### src/rtl/obstacle_scheduler.sv
// Obstacle spawn/scroll scheduler: requests a width, spawns at the right edge, scrolls left, waits a gap.
// Optional OBS_PAUSE_EN: game_run=0 in RUN/GAP freezes the obstacle instead of aborting to IDLE.
//
// state | meaning
// IDLE  | waiting for game_run
// REQ   | rnd_req high, generator stepping
// CAPT  | rnd_width valid, capture and spawn
// RUN   | obstacle scrolling left on frame_tick
// GAP   | obstacle gone, counting frame_ticks before next request
module obstacle_scheduler #(
    parameter int SCREEN_W   = 1024,
    parameter int SPEED      = 4,
    parameter int WIDTH_MIN  = 230,
    parameter int WIDTH_MAX  = 690,
    parameter int GAP_FRAMES = 60
) (
    input  logic        clk,
    input  logic        reset,
    input  logic        game_run,
    input  logic        frame_tick,
    input  logic [15:0] rnd_width,
    output logic        rnd_req,
    output logic [15:0] obs_x,
    output logic [15:0] obs_w,
    output logic        obs_valid,
    output logic        spawn_pulse,
    output logic        range_err,
    output logic [7:0]  obs_count
);

`ifdef OBS_PAUSE_EN
    localparam bit PAUSE_EN = 1'b1;
`else
    localparam bit PAUSE_EN = 1'b0;
`endif

    typedef enum logic [2:0] {IDLE, REQ, CAPT, RUN, GAP} state_t;

    state_t        state, state_nx;
    logic [15:0]   gap_cnt, gap_cnt_nx;
    logic [15:0]   obs_x_nx, obs_w_nx;
    logic [7:0]    obs_count_nx;
    logic          rnd_req_nx, obs_valid_nx, spawn_nx, range_err_nx;
    logic          w_low, w_high, exit_now;
    logic [15:0]   x_next;
    logic [16:0]   x_edge;

    assign w_low  = rnd_width < 16'(WIDTH_MIN);
    assign w_high = rnd_width > 16'(WIDTH_MAX);
    assign x_next = obs_x - 16'(SPEED);
    // Right edge after the move, one bit wider so obs_w cannot overflow the sign.
    assign x_edge   = {x_next[15], x_next} + {1'b0, obs_w};
    assign exit_now = x_edge[16] || (x_edge == '0);

    always_ff @(posedge clk or negedge reset) begin
        if (!reset) begin
            state       <= IDLE;
            gap_cnt     <= '0;
            obs_x       <= '0;
            obs_w       <= '0;
            obs_count   <= '0;
            rnd_req     <= 1'b0;
            obs_valid   <= 1'b0;
            spawn_pulse <= 1'b0;
            range_err   <= 1'b0;
        end else begin
            state       <= state_nx;
            gap_cnt     <= gap_cnt_nx;
            obs_x       <= obs_x_nx;
            obs_w       <= obs_w_nx;
            obs_count   <= obs_count_nx;
            rnd_req     <= rnd_req_nx;
            obs_valid   <= obs_valid_nx;
            spawn_pulse <= spawn_nx;
            range_err   <= range_err_nx;
        end
    end

    always_comb begin
        state_nx     = state;
        gap_cnt_nx   = gap_cnt;
        obs_x_nx     = obs_x;
        obs_w_nx     = obs_w;
        obs_count_nx = obs_count;
        rnd_req_nx   = 1'b0;
        obs_valid_nx = obs_valid;
        spawn_nx     = 1'b0;
        range_err_nx = 1'b0;

        if (!game_run) begin
            if (!(PAUSE_EN && (state == RUN || state == GAP))) begin
                state_nx     = IDLE;
                obs_valid_nx = 1'b0;
            end
        end else begin
            case (state)
                IDLE: begin
                    state_nx   = REQ;
                    rnd_req_nx = 1'b1;
                end
                REQ: state_nx = CAPT;
                CAPT: begin
                    if (w_low)       obs_w_nx = 16'(WIDTH_MIN);
                    else if (w_high) obs_w_nx = 16'(WIDTH_MAX);
                    else             obs_w_nx = rnd_width;
                    range_err_nx = w_low | w_high;
                    obs_x_nx     = 16'(SCREEN_W);
                    obs_valid_nx = 1'b1;
                    spawn_nx     = 1'b1;
                    obs_count_nx = obs_count + 8'd1;
                    state_nx     = RUN;
                end
                RUN: begin
                    if (frame_tick) begin
                        if (exit_now) begin
                            obs_valid_nx = 1'b0;
                            gap_cnt_nx   = '0;
                            state_nx     = GAP;
                        end else begin
                            obs_x_nx = x_next;
                        end
                    end
                end
                GAP: begin
                    if (frame_tick) begin
                        gap_cnt_nx = gap_cnt + 16'd1;
                        if (gap_cnt == 16'(GAP_FRAMES - 1)) begin
                            state_nx   = REQ;
                            rnd_req_nx = 1'b1;
                        end
                    end
                end
                default: state_nx = IDLE;
            endcase
        end
    end

endmodule

### config.mk
export PLATFORM = sky130hd
export DESIGN_NAME = obstacle_scheduler
export DESIGN_NICKNAME = d
export VERILOG_FILES = /design/src/rtl/obstacle_scheduler.sv
export SDC_FILE = /design/constraint.sdc
export NUM_CORES = 1
export LEC_CHECK = 0
export BUFFER_PORTS_ARGS = -buffer_cell sky130_fd_sc_hd__buf_4
export CAP_MARGIN = 20
export CORE_MARGIN = 2
export CORE_UTILIZATION = 61
export DETAILED_ROUTE_END_ITERATION = 8
export GPL_TIMING_DRIVEN = 0
export HOLD_SLACK_MARGIN = 0.1
export PLACE_DENSITY = 0.95
export SYNTH_ARGS = -nofsm -noshare
export SYNTH_HDL_FRONTEND = slang
export SYNTH_SLANG_ARGS = --single-unit
### constraint.sdc
create_clock -name clk -period 10.5 [get_ports clk]
set_input_delay 0.525 -clock clk [delete_from_list [all_inputs] [get_ports clk]]
set_output_delay 0.525 -clock clk [all_outputs]
set_load 0.05 [all_outputs]
==> results of run 1 <==
final cells by class:
type,instances,area (µm²)
inverters,13,48.80
plain buffers,17,101.3
clock inverters,6,45.04
multi-input cells,363,2252
repair buffers,61,457.9
clock buffers,10,137.6
fillers,440,1612
well taps,77,96.34
flip-flops and latches,61,1526
routing by layer:
| metal | vias up | routed length (µm) | GRT usage |
|---|---|---|---|
| met1 | 1862 | 4170 | 0.3700 |
| met2 | 168 | 5377 | 0.5253 |
| met3 | 28 | 722 | 0.07276 |
| li1 | 1781 | - | - |
| met4 | 0 | 204 | 0.1114 |
| met5 | - | 0 | 0 |
worst max path at each step:
| stage | end | slack, ns | startpoint | depth (start not counted) |
|---|---|---|---|---|
| 2_1_floorplan | gap_cnt[12]$_DFFE_PN0P_ | 6.26 | obs_x[3]$_DFFE_PN0P_ | 15 |
| 3_3_place_gp | gap_cnt[8]$_DFFE_PN0P_ | 5.90 | obs_x[2]$_DFFE_PN0P_ | 15 |
| 3_5_place_dp | gap_cnt[5]$_DFFE_PN0P_ | 5.74 | obs_x[2]$_DFFE_PN0P_ | 15 |
| 4_1_cts | gap_cnt[5]$_DFFE_PN0P_ | 5.67 | obs_x[2]$_DFFE_PN0P_ | 15 |
| 5_1_grt | gap_cnt[7]$_DFFE_PN0P_ | 5.36 | obs_x[2]$_DFFE_PN0P_ | 15 |
| 6_report | gap_cnt[5]$_DFFE_PN0P_ | 5.61 | obs_x[2]$_DFFE_PN0P_ | 15 |
Yosys cell counts (all sizes together) (4+ instances only):
cell and number:
a21o 8, a21oi 29, a31oi 15, and2 12, and3 11, buf 7
clkbuf 10, dfrtp 61, ha 18, inv 13, mux2i 12, nand2 70
nand3 20, nand4 4, nor2 36, nor2b 5, nor3 12, o21ai 24
or3 11, xnor2 13, xor2 10
registers in the layout (all words and copies together), names as in the netlist, 3 cells and up:
signal	cells
obs_w	16
obs_count	8
state	3
obs_x	14
gap_cnt	16
stage by stage:
stage          utilization  std cells
2_1_floorplan            -        454
3_3_place_gp        0.7142        592
3_5_place_dp        0.7142        592
4_1_cts             0.7433        608
5_1_grt             0.7433        608
6_report            0.7433        608
logic make-up (layout without fill, tap and decap cells):
kind of cell    after synthesis  in the layout  synth area share
mux                          12             12           0.03060
flops                        61             61            0.3889
simple gates                194            194            0.2407
compound gates              114            114            0.1871
fa+ha+maj                    18             18           0.05738
xor+xnor                     23             23           0.05610
other cells                   1              2         0.0009554
buf+inv                      30            107           0.03825
report_power, final:
group / total (mW) / leakage, nW / switching (mW) / internal (mW)
Combinational: 0.490 / 1.31 / 0.306 / 0.184
Sequential: 0.291 / 0.807 / 0.0323 / 0.258
Clock: 0.195 / 0.0970 / 0.101 / 0.0936
worst max-delay path, stage by stage (launching register included):
cell	delay, ns
sky130_fd_sc_hd__dfrtp_1	0.44
sky130_fd_sc_hd__or3_4	0.39
sky130_fd_sc_hd__or3_4	0.37
sky130_fd_sc_hd__or3_2	0.46
sky130_fd_sc_hd__xnor2_1	0.29
sky130_fd_sc_hd__ha_1	0.29
sky130_fd_sc_hd__clkbuf_1	0.20
sky130_fd_sc_hd__o21a_1	0.25
sky130_fd_sc_hd__nor2_1	0.15
sky130_fd_sc_hd__a211oi_1	0.09
sky130_fd_sc_hd__or3_2	0.42
sky130_fd_sc_hd__a22oi_1	0.32
sky130_fd_sc_hd__a31oi_1	0.20
sky130_fd_sc_hd__a21oi_1	0.47
sky130_fd_sc_hd__buf_4	0.28
sky130_fd_sc_hd__a31oi_1	0.12
==> impl_results.md, run 1 <==
* Outcome: complete, no violations
* Maximum clock path buffer count at 2
* Cell variety after synth at 61
* Average cell area after synthesis at 8.664 µm²
* Post-cts gate resize count at 0
* Final slew viol count at 0
* Worst Setup Slack, final at 5.609 ns
* Data arrival time of the critical path at 5.10 ns
* Top cell type by total area after synthesis: sky130_fd_sc_hd__dfrtp_1
* Number of optimization iterations in the first detailed-route pass at 7
* Sequential cell area fraction in the yosys report at 0.3889
* Routed vias at 3839
* Layout Nets at 564
* Number of buffers inserted for hold repair after clock tree synthesis at 0
* Top area cells in the synthesized netlist: sky130_fd_sc_hd__dfrtp_1 39%, sky130_fd_sc_hd__nand2_1 6.7%, sky130_fd_sc_hd__ha_1 5.7%, sky130_fd_sc_hd__a21oi_1 3.7%, sky130_fd_sc_hd__nor2_1 3.4%
* Fmax at just over 0.2 GHz
* Post-synthesis sequential element count at 61
* Hold Path Class: in -> async
* Setup violation total in the final timing report at 0
* Warnings from Yosys at 0
* Required @ worst endpoint at 10.71 ns
* Avg Vias per Cell at 6.314
* Final Cycle Share at 0.4658
* Fraction of layout instances using a drive strength above 1 at 0.1883
* Post-route antenna net violation count at 0
* Inserted Clock Buffers at 9
* Detailed Place HPWL at 7626 µm
* Share of flip-flops with an asynchronous set or reset at 1.000
* Primary FF master, synth: sky130_fd_sc_hd__dfrtp_1
* Antenna violations before repair at 0
* Routed length per placed instance at 17.23 µm
* Most common cell after layout, fill and taps aside: sky130_fd_sc_hd__nand2_1
* Starting density of the core at 0.6253
* Number of port buffers at 61
* Global-route wire length before repair at 17560 µm
* Type of the worst setup path: reg -> reg
* Global-route usage over all layers at 0.3037
* IO Count at 64
* CTS root buffer: sky130_fd_sc_hd__clkbuf_8
* Unrepaired setup endpoints after global routing: false
* Area of placed instances at 4483 µm²
* Total die area at 7092 µm²
* Die Span Y at 84.22 µm
* Endpoint class of the critical path: register
* Worst Setup Slack post-DPL at 5.739 ns
* Power per Cell Area at 209.2 nW/µm²
* Maximum net fanout on the critical path at 10
* Post-synthesis cell area at 3925 µm²
* Worst Reg-to-Reg Cells at 15
* TritonCTS clock tree: built
* Worst R2R End: gap_cnt[5]$_DFFE_PN0P_
* Clk sink count at 61
* Worst IR Drop VDD at roughly 190 µV
* Mapped Cells at between 400 and 500
* Number of flops mapped to enable cells by yosys at 0
* Accumulated negative setup slack at 0 ns
* Clock slew at reported path FFs at around 0.070 ns
* Clock insertion delay at the later pin of the skew report at around 0.35 ns
* Die width at 84.22 µm
* Crit start category: register
* ANT cells at 0
* Final total power at 976.0 µW
* Max-slew headroom at the worst pin at 0.4345
* Crit path time final at ~5 ns
* H-tree Lvls at 3
* Via count of the first global-routing pass at 3864
* Core Region at ~6300 µm²
* Reported max-cap violation count at 0
* Standard-cell row count at 29
* DRC violations left at 0
* Wire length reported by the detailed router at 10470 µm
* Reg2Reg Setup Slack at ~5.6 ns
* Final non-filler cell area at 4666 µm²
* Maximum number of pins on one net before global-route repair at 62
* Final Hold Violating Endpoints at 0
* Global-route congestion overflow total at 0
* Placer congestion estimate at 0.8914
* Static Leakage at 2.213 nW
* FF-to-FF Start: obs_x[2]$_DFFE_PN0P_
* Layout-stage area growth over the synthesis result at 18.87%
* Post-synth top area share at 0.3889
* Largest clock skew in the final design at 0.01953 ns
* Worst hold slack at between 0.2 and 0.25 ns
* Post-CTS setup repair buffer count at 0
* Initial DRC Count at 322
* Highest-count cells in the layout ignoring fill and taps: 70 x sky130_fd_sc_hd__nand2_1, 64 x sky130_fd_sc_hd__buf_4, 61 x sky130_fd_sc_hd__dfrtp_1, 36 x sky130_fd_sc_hd__nor2_1, 29 x sky130_fd_sc_hd__a21oi_1
* Slew at the pin closest to its max-slew limit at 0.8405 ns
(Power assumes the default switching activity.)
==> inputs of run 2 (changes only) <==
- CORE_UTILIZATION: 61 -> 57
- PLACE_DENSITY: 0.95 -> 0.91
- clock period: 10.5 -> 4.7 ns (I/O delays scaled with it)
==> run 2 against run 1 <==
Sequential share of layout area shrank 0.75 points. Wire length shrank 0.44%. Critical path type unchanged. Sequential power grew 120%. Critical path depth is the same. Clock power grew to 2.8 times the previous value. Critical endpoint is now gap_cnt[12]$_DFFE_PN0P_. Fmax grew 8.5%. Count of clock-buffer cells in the layout grew 1. Flip-flop and latch count is the same.
==> impl_results.md, run 2 (synthesis results as in run 1) <==
* Required @ worst endpoint at approximately 5 ns
* Final Hold Violating Endpoints at 0
* Outcome: complete, no violations
* Final slew viol count at 0
* CTS root buffer: sky130_fd_sc_hd__clkbuf_8
* H-tree Lvls at 3
* Routed vias at just under 4000
* DRC violations left at 0
* Number of placed cells counting well taps at 595
* Finished Core Util at 0.7106
* Worst Reg-to-Reg Cells at 15
* Antenna violations before repair at 0
* Detailed Place HPWL at 7534 µm
* Clk sink count at 61
* Final Instance Count excl. Fillers at 614
* Accumulated negative setup slack at 0 ns
* Highest-count cells in the layout ignoring fill and taps: 70 x sky130_fd_sc_hd__nand2_1, 66 x sky130_fd_sc_hd__buf_4, 61 x sky130_fd_sc_hd__dfrtp_1, 36 x sky130_fd_sc_hd__nor2_1, 28 x sky130_fd_sc_hd__a21oi_1
* Max-slew headroom at the worst pin at 0.4962
* Inserted Clock Buffers at 9
* Clock slew at reported path FFs at 0.08 ns
* Number of port buffers at 61
* Layout-stage area growth over the synthesis result at 21.64%
* Starting density of the core at 0.5842
* Unrepaired setup endpoints after global routing: false
* Routed length per placed instance at 16.98 µm
* Die width at 86.98 µm
* Clock network fraction of design power at 0.234
* Global-route congestion overflow total at 0
* Cell-internal power at 1.326 mW
* Clock insertion delay at the later pin of the skew report at 0.34 ns
* Most common cell after layout, fill and taps aside: sky130_fd_sc_hd__nand2_1
* Maximum number of pins on one net before global-route repair at 62
* Crit path time final at 4.510 ns
* Data arrival time of the critical path at 4.79 ns
* Via count of the first global-routing pass at 3650
* Critical path launch point: obs_x[3]$_DFFE_PN0P_
* Reg2Reg Setup Slack at 0.19 ns
* Maximum clock path buffer count at 2
* Fraction of layout instances using a drive strength above 1 at 0.2004
* Crit start category: register
* Hold Path Class: in -> reg
* Static Leakage at roughly 2.2 nW
* Setup violation total in the final timing report at 0
* TritonCTS clock tree: built
* Worst R2R End: gap_cnt[12]$_DFFE_PN0P_
* Global-route usage over all layers at 0.2837
* Endpoint class of the critical path: register
* Slew at the pin closest to its max-slew limit at 0.7557 ns
* CP endpoint: gap_cnt[12]$_DFFE_PN0P_
* Global-route wire length before repair at 16880 µm
* Layout Nets at 567
* Combinational share of power at 0.485
* Largest clock skew in the final design at ~0.012 ns
* Reported max-cap violation count at 0
* Total die area at 7566 µm²
* Placer congestion estimate at approximately 0.9
* Die Span Y at between 80 and 90 µm
* Fmax at 0.2217 GHz
* Fraction of power spent switching nets at 0.4276
* Maximum net fanout on the critical path at 10
* Power per Cell Area at 485.3 nW/µm²
* Number of optimization iterations in the first detailed-route pass at 5
* Initial DRC Count at 317
* Registers with the most flip-flops: gap_cnt: 16 flops, obs_w: 16 flops, obs_x: 14 flops
* Wire length reported by the detailed router at 10430 µm
* ANT cells at 0
* Avg Vias per Cell at roughly 6.3
* Final Cycle Share at 0.9595
* Worst IR Drop VDD at 232.5 µV
* Post-route antenna net violation count at 0
* P_sw at ~990 µW
* IO Count at 64
* Final non-filler cell area at approximately 4800 µm²
* Sequential Power Share at 0.281
* Area of placed instances at 4487 µm²
* FF-to-FF Start: obs_x[3]$_DFFE_PN0P_
* Standard-cell row count at 30
* Type of the worst setup path: reg -> reg
* Core Region at between 6000 and 7000 µm²
[run 2: changes by cell type in the layout (fill, tap and decap cells not counted), sizes merged]
cell and delta:
buf +2, bufinv +2, clkbuf +1, clkinv -4, clkinvlp +3, dlygate4sd3 +1
inv -2
[run 2: critical path, cell delays in order (launching register included)]
cell and delay (ns):
sky130_fd_sc_hd__dfrtp_1 0.44, sky130_fd_sc_hd__or3_4 0.41, sky130_fd_sc_hd__or3_4 0.37, sky130_fd_sc_hd__or3_2 0.48, sky130_fd_sc_hd__nor3_1 0.19, sky130_fd_sc_hd__xor2_1 0.25, sky130_fd_sc_hd__ha_1 0.34, sky130_fd_sc_hd__o21ai_0 0.18
sky130_fd_sc_hd__a21oi_1 0.15, sky130_fd_sc_hd__o21ba_2 0.25, sky130_fd_sc_hd__nor4_1 0.26, sky130_fd_sc_hd__and3_2 0.25, sky130_fd_sc_hd__a31oi_2 0.15, sky130_fd_sc_hd__buf_2 0.23, sky130_fd_sc_hd__a2111o_1 0.42, sky130_fd_sc_hd__nand3_1 0.08
[run 2: timing repair]
item	in CTS	in global routing
endpoints found under the setup margin	0	26
hold endpoints to repair	61	0
resized for setup	0	5
hold buffers	1	0
buffers inserted	0	2
[run 2: worst min path at each step]
stage | from | endpoint | slack (ns) | cells after the start
2_1_floorplan | reset | gap_cnt[0]$_DFFE_PN0P_ | -0.06 | 0
3_3_place_gp | reset | gap_cnt[6]$_DFFE_PN0P_ | 0.35 | 1
3_5_place_dp | reset | gap_cnt[8]$_DFFE_PN0P_ | 0.36 | 1
4_1_cts | rnd_width[8] | obs_w[8]$_DFFE_PN0P_ | 0.14 | 3
5_1_grt | rnd_width[0] | obs_w[0]$_DFFE_PN0P_ | 0.15 | 3
6_report | rnd_width[0] | obs_w[0]$_DFFE_PN0P_ | 0.15 | 3
[run 2: power by group through the flow]
stage / logic (mW) / clock network [mW] / registers (mW)
floorplan: 0.660 / 0 / 0.786
CTS: 1.07 / 0.547 / 0.647
finish: 1.12 / 0.542 / 0.652
detailed placement: 1.06 / 0 / 0.655
global route: 1.21 / 0.575 / 0.657
global placement: 1.02 / 0 / 0.652
[run 2: per-layer routing]
metal | share of wire | global-route usage | vias up
met4 | 0.039 | 0.1449 | 0
met3 | 0.066 | 0.05308 | 50
met2 | 0.49 | 0.4691 | 208
met5 | 0 | 0 | -
met1 | 0.40 | 0.3540 | 1795
li1 | - | - | 1792
[run 2: metrics by stage]
| step | setup slack (ns) | hold slack (ns) | power [mW] |
|---|---|---|---|
| 4_1_cts | 0.006831 | 0.1418 | 2.265 |
| 6_report | 0.1903 | 0.1517 | 2.317 |
| 2_1_floorplan | 0.4558 | -0.06059 | 1.446 |
| 5_1_grt | 0.02691 | 0.1520 | 2.438 |
| 3_5_place_dp | 0.08287 | 0.3573 | 1.718 |
| 3_3_place_gp | 0.1783 | 0.3491 | 1.668 |
[run 2: final cells by class]
class,count,area (µm²)
buffer,17,101.3
tap,80,100.1
inverter,13,48.80
clock inverter,5,82.58
timing repair buffer,64,483.0
clock buffer,11,151.4
multi-input combinational,363,2281
fill,485,1944
sequential,61,1526
